### config.mk
export PLATFORM = sky130hd
export DESIGN_NAME = auc4_operand_sequencer
export DESIGN_NICKNAME = d
export VERILOG_FILES = /design/src/rtl/auc4_pkg.sv /design/src/rtl/auc4_logic_unit.sv /design/src/rtl/auc4_operand_sequencer.sv
export SDC_FILE = /design/constraint.sdc
export NUM_CORES = 1
export LEC_CHECK = 0
export ABC_AREA = 1
export CAP_MARGIN = 10
export CELL_PAD_IN_SITES_DETAIL_PLACEMENT = 1
export CELL_PAD_IN_SITES_GLOBAL_PLACEMENT = 1
export CORE_ASPECT_RATIO = 0.5
export CORE_MARGIN = 4
export CORE_UTILIZATION = 35
export DETAILED_ROUTE_END_ITERATION = 7
export GPL_TIMING_DRIVEN = 1
export PLACE_DENSITY_LB_ADDON = 0.1
export SLEW_MARGIN = 10
export SYNTH_ARGS = -nofsm -noshare
export SYNTH_HDL_FRONTEND = slang
export SYNTH_SLANG_ARGS = --single-unit
### constraint.sdc
create_clock -name clk -period 2.1 [get_ports clk]
set_input_delay 0.21 -clock clk [delete_from_list [all_inputs] [get_ports clk]]
set_output_delay 0.21 -clock clk [all_outputs]
set_load 0.01 [all_outputs]
### src/rtl/auc4_pkg.sv
// Shared constants for the 4-bit ALU sequencer: widths, opcodes and FSM state encoding.
// Combinational definitions only, so there is no latency or backpressure here.
package auc4_pkg;
    localparam int W_DEFAULT   = 4;
    localparam int OPW_DEFAULT = 3;

    localparam logic [2:0] OP_AND   = 3'b000;
    localparam logic [2:0] OP_OR    = 3'b001;
    localparam logic [2:0] OP_XOR   = 3'b010;
    localparam logic [2:0] OP_NOR   = 3'b011;
    localparam logic [2:0] OP_ADD   = 3'b100;
    localparam logic [2:0] OP_SUB   = 3'b101;
    localparam logic [2:0] OP_NOTA  = 3'b110;
    localparam logic [2:0] OP_PASSB = 3'b111;

    typedef enum logic [2:0] {
        LOAD_A  = 3'd0,
        LOAD_B  = 3'd1,
        LOAD_OP = 3'd2,
        EXEC    = 3'd3,
        HOLD    = 3'd4
    } state_t;
endpackage

### src/rtl/auc4_logic_unit.sv
// Gate-array slices plus adder: (a, b, opc) -> (y, carry), purely combinational.
// Zero latency, no handshake; carry is only meaningful for ADD/SUB.
module auc4_logic_unit
    import auc4_pkg::*;
#(
    parameter int W   = W_DEFAULT,
    parameter int OPW = OPW_DEFAULT
) (
    input  logic [W-1:0]   a,
    input  logic [W-1:0]   b,
    input  logic [OPW-1:0] opc,
    output logic [W-1:0]   y,
    output logic           carry
);
    logic [W:0] sum;

    always_comb begin
        sum   = '0;
        y     = '0;
        carry = 1'b0;
        case (opc)
            OP_AND:   y = a & b;
            OP_OR:    y = a | b;
            OP_XOR:   y = a ^ b;
            OP_NOR:   y = ~(a | b);
            OP_ADD: begin
                sum   = {1'b0, a} + {1'b0, b};
                y     = sum[W-1:0];
                carry = sum[W];
            end
            // Two's-complement subtract; carry-out high means no borrow (a >= b).
            OP_SUB: begin
                sum   = {1'b0, a} + {1'b0, ~b} + {{W{1'b0}}, 1'b1};
                y     = sum[W-1:0];
                carry = sum[W];
            end
            OP_NOTA:  y = ~a;
            OP_PASSB: y = b;
            default:  y = '0;
        endcase
    end
endmodule

### src/rtl/auc4_operand_sequencer.sv
// Collects A, B, opcode from one bus, executes, holds result on valid/ready.
// Result valid 2 edges after opcode accept; in_ready low while executing/holding until res_ready.
module auc4_operand_sequencer
    import auc4_pkg::*;
#(
    parameter int W   = W_DEFAULT,
    parameter int OPW = OPW_DEFAULT
) (
    input  logic         clk,
    input  logic         rst,
    input  logic [W-1:0] in_data,
    input  logic         in_valid,
    output logic         in_ready,
    output logic [W-1:0] res_data,
    output logic         res_carry,
    output logic         res_zero,
    output logic         res_valid,
    input  logic         res_ready,
    output logic         busy
);
    state_t         state_q, state_d;
    logic [W-1:0]   opa_q, opa_d;
    logic [W-1:0]   opb_q, opb_d;
    logic [OPW-1:0] opc_q, opc_d;
    logic [W-1:0]   res_data_q, res_data_d;
    logic           res_carry_q, res_carry_d;
    logic           res_zero_q, res_zero_d;
    logic           res_valid_q, res_valid_d;
    logic [W-1:0]   lu_y;
    logic           lu_carry;
    logic           xfer_in, xfer_out;

    auc4_logic_unit #(.W(W), .OPW(OPW)) u_logic_unit (
        .a     (opa_q),
        .b     (opb_q),
        .opc   (opc_q),
        .y     (lu_y),
        .carry (lu_carry)
    );

    assign in_ready  = (state_q == LOAD_A) || (state_q == LOAD_B) || (state_q == LOAD_OP);
    assign busy      = (state_q != LOAD_A);
    assign res_data  = res_data_q;
    assign res_carry = res_carry_q;
    assign res_zero  = res_zero_q;
    assign res_valid = res_valid_q;
    assign xfer_in   = in_valid & in_ready;
    assign xfer_out  = res_valid_q & res_ready;

    always_comb begin
        state_d     = state_q;
        opa_d       = opa_q;
        opb_d       = opb_q;
        opc_d       = opc_q;
        res_data_d  = res_data_q;
        res_carry_d = res_carry_q;
        res_zero_d  = res_zero_q;
        res_valid_d = res_valid_q;
        case (state_q)
            LOAD_A: if (xfer_in) begin
                opa_d   = in_data;
                state_d = LOAD_B;
            end
            LOAD_B: if (xfer_in) begin
                opb_d   = in_data;
                state_d = LOAD_OP;
            end
            LOAD_OP: if (xfer_in) begin
                opc_d   = in_data[OPW-1:0];
                state_d = EXEC;
            end
            EXEC: begin
                res_data_d  = lu_y;
                res_carry_d = lu_carry;
                res_zero_d  = (lu_y == '0);
                res_valid_d = 1'b1;
                state_d     = HOLD;
            end
            HOLD: if (xfer_out) begin
                res_valid_d = 1'b0;
                state_d     = LOAD_A;
            end
            default: state_d = LOAD_A;
        endcase
    end

    always_ff @(posedge clk) begin
        if (rst) begin
            state_q     <= LOAD_A;
            opa_q       <= '0;
            opb_q       <= '0;
            opc_q       <= '0;
            res_data_q  <= '0;
            res_carry_q <= 1'b0;
            res_zero_q  <= 1'b0;
            res_valid_q <= 1'b0;
        end else begin
            state_q     <= state_d;
            opa_q       <= opa_d;
            opb_q       <= opb_d;
            opc_q       <= opc_d;
            res_data_q  <= res_data_d;
            res_carry_q <= res_carry_d;
            res_zero_q  <= res_zero_d;
            res_valid_q <= res_valid_d;
        end
    end
endmodule

-- Word level (Yosys, flattened, before mapping)
Index checks and enable logic that the tools add are counted.
- add/subtract/negate cells: 3
- eq/ne operators: 15
- multiplexer cells: 9
- bitwise gates (word level): 8
- reduce and logical (&&, ||, !) cells: 12
- operators with widths (kind ; number):
    4-bit case mux with 8 select lines ; 1
    3-bit equality test (second input constant) ; 5
    3-bit case mux with 5 select lines ; 1
    3-bit by 2-bit equality test with 1-bit output (second input constant) ; 4
    3-bit two-way mux ; 4
    4-bit inverter ; 3
    4-bit by 4-bit adder with 5-bit output ; 2
    2-bit inequality test (second input constant) ; 4
    2-bit AND reduction ; 4
    3-bit by 1-bit equality test with 1-bit output (second input constant) ; 2
    3-bit zero test ; 2
    5-bit by 1-bit adder with 5-bit output (second input constant) ; 1
    4-bit bitwise AND ; 1
    4-bit zero test ; 1
    4-bit OR ; 1
    1-bit case mux with 2 select lines ; 2
    4-bit AND reduction ; 1
    4-bit XOR ; 1
    3-bit nonzero test ; 1
    1-bit bitwise AND ; 2
    1-bit logical OR ; 2
    2-bit nonzero test ; 1
    1-bit two-way mux ; 1
- flip-flop bits (word level): 21
- input bits: 8
- output and inout port bits: 9
- word-level logic and storage cells: 55

-- Depth between registers and ports, before layout
- depth in word-level cells: 6
- depth in mapped cells: 13
- depth with buffers taken out: 13

-- By module
From an unflattened synthesis, not the netlist that was laid out.
- cells, all modules: 214
- area total of the unflattened synthesis: 1466.4 µm²
- modules (own cells, without submodules) (module ; instances ; cells an instance ; area each (µm²) ; sequential area each (µm²)):
    auc4_operand_sequencer ; 1 ; 107 ; 830.8 ; 420.4
    auc4_logic_unit ; 1 ; 107 ; 635.6 ; 0.0

-- Worst setup path before layout
OpenSTA, ideal clock, no wires.
- path type: flip-flop to flip-flop
- start: reg opa_q[0]
- end: reg res_zero_q, in the netlist res_zero
- library setup time: 0.066 ns
- arrival: 1.718 ns
- data required time: 2.034 ns
- slack: 0.316 ns
- cell stages (with the launch flop): 11
- buffers on the path: 0
- clock period less this slack: 1.784 ns
- cells stage by stage: dfxtp_1 -> ha_1 -> fa_1 -> or2_2 -> nand3_1 -> nand2_1 -> nor2_1 -> nand3_1 -> nor2_1 -> nand3_1 -> a21oi_2
- longest elaborated chain between the ends: 4
- elaborated cells on any way between the ends: 10
- classes of those cells: add/sub: 3; mux: 1; bitwise: 5; reduce/logical: 1
- RTL lines (what ; line ; text):
    start, declared ; auc4_operand_sequencer.sv:22 ; logic [W-1:0] opa_q, opa_d;
    start signal, assigned ; auc4_operand_sequencer.sv:99 ; opa_q <= opa_d;
    4-bit by 4-bit adder with 5-bit output or 4-bit OR (tied branches) ; auc4_logic_unit.sv:33, auc4_logic_unit.sv:23, auc4_logic_unit.sv:25 ;
    5-bit by 1-bit adder with 5-bit output or 4-bit inverter (tied branches) ; auc4_logic_unit.sv:33, auc4_logic_unit.sv:25 ;
    4-bit case mux with 8 select lines * ; auc4_logic_unit.sv:21 ; case (opc)
    4-bit zero test * ; auc4_operand_sequencer.sv:75 ; res_zero_d = (lu_y == '0);
    end signal, assigned ; auc4_operand_sequencer.sv:104 ; res_zero_q <= res_zero_d;
    end, declared ; auc4_operand_sequencer.sv:27 ; logic res_zero_q, res_zero_d;
Mark *: on every way between the ends. The rest lies on a longest branch, timed or not.
A chain may end at the register's enable or synchronous reset.

-- Worst setup path after layout
Ends and elaborated chain as after synthesis.

==> impl_metrics.toml <==
[setup_path]
critPathLaunchType = "register"
critical_path.most_common_cell = "nand3_1"
worst_path_max_delay_cell = "fa_2"
path_class = "reg -> reg"
crit_required_ns = 2.31
timing.rr.end = "res_zero"
critPathBufInv = 0
critPathMaxStageDelay_ns = 0.37
crit_path_start = "opa_q[0]"
reg2reg_slack_ns = 0.09
worst-path-max-fanout = 3
cp_top_family = "simple AND/OR/NAND/NOR gates"
r2r_cells = 10
r2r-start = "opa_q[0]"
worst-path-stages = 10
cp-end-kind = "register"
path_cells = "ha_2 -> fa_2 -> or2_2 -> nand3_1 -> nand2_1 -> nor2_1 -> nand3_1 -> nor2_1 -> nand3_1 -> a21oi_2"
critPathCapture = "res_zero"
arrival_ns = 2.22

[power]
swShare = 0.3715
power_uw = 1138
p_int_uw = 715.0
clkPwrFrac = 0.251
p_per_area_nw_per_um2 = 664.7
p_leak_uw = 0.0007141
netSwitchingPower_uw = 422.6
peakVddDrop_mv = 0.2744
p_comb_frac = 0.330
pwr-share-seq = 0.419

[yosys]
synth-edff-count = 0
ys_ff_latch = 21
yosysWarnings = 0
synthArstFlopShare = 0
synth_top_area_cell = "dfxtp_1"
ys_seq_area_frac = 0.2909
yosys-top-cells-area = "dfxtp_1 (29%), ha_1 (10%), nand2_1 (7.8%)"
syn_avg_cell_area_sq_um = 6.882
synth.cell_area_sq_um = 1445
syn_inst = 210
synth_ff_type = "dfxtp_1"
synth_top_area_share = 0.2909
netlist_top_cells_count = "nand2_1 (30), a21oi_1 (22), inv_1 (22), o21ai_0 (22), dfxtp_1 (21)"
yosysMostFrequentCell = "nand2_1"
synth.distinct_cells = 26
synthesis.nets = 232

[clocking]
ctsHtreeMaxLevel = 1
clockRootBuffer = "clkbuf_8"
cts_inserted_buffers = 3
hold_buffers = 0
cts_sinks = 21
cts.clk_slew.worst_paths_ns = 0.09
clock_path_buffers = 2
cts_setup_buffers = 0
clock_latency_ns = 0.27
cts_tree = "built"

[routing]
vias_per_cell = 5.210
drt_first_pass_iters = 4
vias = 1464
drt-initial-drc-count = 71
drc = 0
wl_per_cell_um = 15.22
routed_wl_um = 4277
ant_nets = 0

[sta]
clock.fmax_mhz = 498.4
finalSetupViolations = 0
period_share = 0.9555
max-slew-margin-rel = 0.7013
period_minus_slack_ns = 2.007
clock_skew_ns = 0.001798
slew_viol_final = 0
hold_violations = 0
rsz0062_at_grt = "no"
tightest_slew_ns = 0.4475
setup_tns_ns = 0

[placement]
place_congestion = 0.8696
dp_hpwl_um = 3343
portBuffers = 16

[run_status]
outcome = "completed"

[die]
die_h_um = 53.44
core_sq_um = 3944
die-width_um = 98.88
io_pins = 17
initial_core_util = 0.3664
die_area_sq_um = 5283
rows = 16

[global_routing]
grt_start_max_net_pins = 17
antenna_found_initial = 0
grt_overflow = 0
grt_usage = 0.1722
grt_pass1_vias = 1446
grt_pass1_wl_um = 7141

[finish]
layout-drive-gt1-share = 0.1057
syn_to_final_growth_pct = 18.44
nFillCells = 502
nNetsFinal = 250
n_antenna_cell = 0

[flow_run]
maxCapViolations = 0

[worst_hold_path]
hold_path_class = "reg -> reg"
-- registers in the layout (all words and copies together) (netlist names) --
name / count
opa_q: 4
opb_q: 4
res_data: 4
opc_q: 3
state_q: 3
res_carry: 1
res_valid: 1
res_zero: 1
-- worst min path at each step --
stage                   from        to  cells past startpoint
floorplan                rst  res_zero                      1
global placement    res_zero  res_zero                      2
detailed placement  res_zero  res_zero                      2
CTS                 res_zero  res_zero                      2
global route        res_zero  res_zero                      2
finish              res_zero  res_zero                      2
-- cell usage in the layout, fill, tap and decap left out, drive strengths merged --
master / Yosys / final
nor3: 4 / 4
nand3: 17 / 17
ha: 12 / 12
fa: 2 / 2
a31oi: 1 / 1
nand2: 31 / 31
or2: 6 / 6
a21oi: 23 / 23
nand3b: 2 / 2
clkinvlp: 0 / 1
nand4: 10 / 10
dfxtp: 21 / 21
clkdlybuf4s50: 0 / 16
a21o: 1 / 1
o21ai: 22 / 22
inv: 27 / 27
buf: 4 / 3
clkbuf: 2 / 3
nor4: 2 / 2
nor2: 22 / 22
a211oi: 1 / 1
-- cell type report --
| class | count | area, sq um | share of cell area |
|---|---|---|---|
| Clock buffer | 3 | 41.29 | 0.02412 |
| Clock inverter | 1 | 7.507 | 0.004386 |
| Inverter | 27 | 101.3 | 0.05921 |
| Multi-Input combinational cell | 156 | 889.6 | 0.5197 |
| Sequential cell | 21 | 421.7 | 0.2463 |
| Tap cell | 54 | 67.56 | 0.03947 |
| Timing Repair Buffer | 19 | 182.7 | 0.1067 |
-- metrics by stage --
step	hold WS, ns	util	area, sq um	setup WS, ns	std cells
2_1_floorplan	0.2724	-	1445	0.3163	210
3_3_place_gp	0.4822	0.4194	1654	0.07524	277
3_5_place_dp	0.4826	0.4194	1654	0.001326	277
4_1_cts	0.5002	0.4324	1705	0.05532	281
5_1_grt	0.5125	0.4340	1712	0.004964	281
6_report	0.4983	0.4340	1712	0.09343	281
-- power groups by stage --
stage	Clock [uW]	Sequential (uW)	Combinational [uW]
detailed placement	0	483	370
finish	286	477	375
floorplan	0	476	245
global placement	0	482	362
global route	300	483	423
CTS	289	475	372
-- repair_timing --
item                                    in CTS  in global routing
gates resized for setup                      1                  4
endpoints found under the setup margin       1                  2
pin swaps                                    0                  1
-- worst register-to-register path: cells and delay by family, from the launching register on --
| kind | cells | cell delay, ns |
|---|---|---|
| adder cells (fa/ha/maj) | 2 | 0.60 |
| flip-flops | 1 | 0.35 |
| AO/OA/AOI/OAI | 1 | 0.11 |
| AND/OR/NAND/NOR | 7 | 0.91 |
-- per-layer routing --
layer / global-route usage / wire [um] / up-vias
li1: - / - / 736
met4: 0.02721 / 22 / 0
met2: 0.2633 / 1785 / 19
met1: 0.2539 / 2349 / 706
met3: 0.03026 / 120 / 3
met5: 0 / 0 / -
-- logic make-up after synthesis --
logic type,share of synthesized area
DFF,0.2909
buffers and inverters,0.09870
AOI/OAI and AO/OA,0.1732
adders and majority gates,0.1316
and+or+nand+nor,0.3056
No activity file was read; power rests on OpenSTA's default activity.
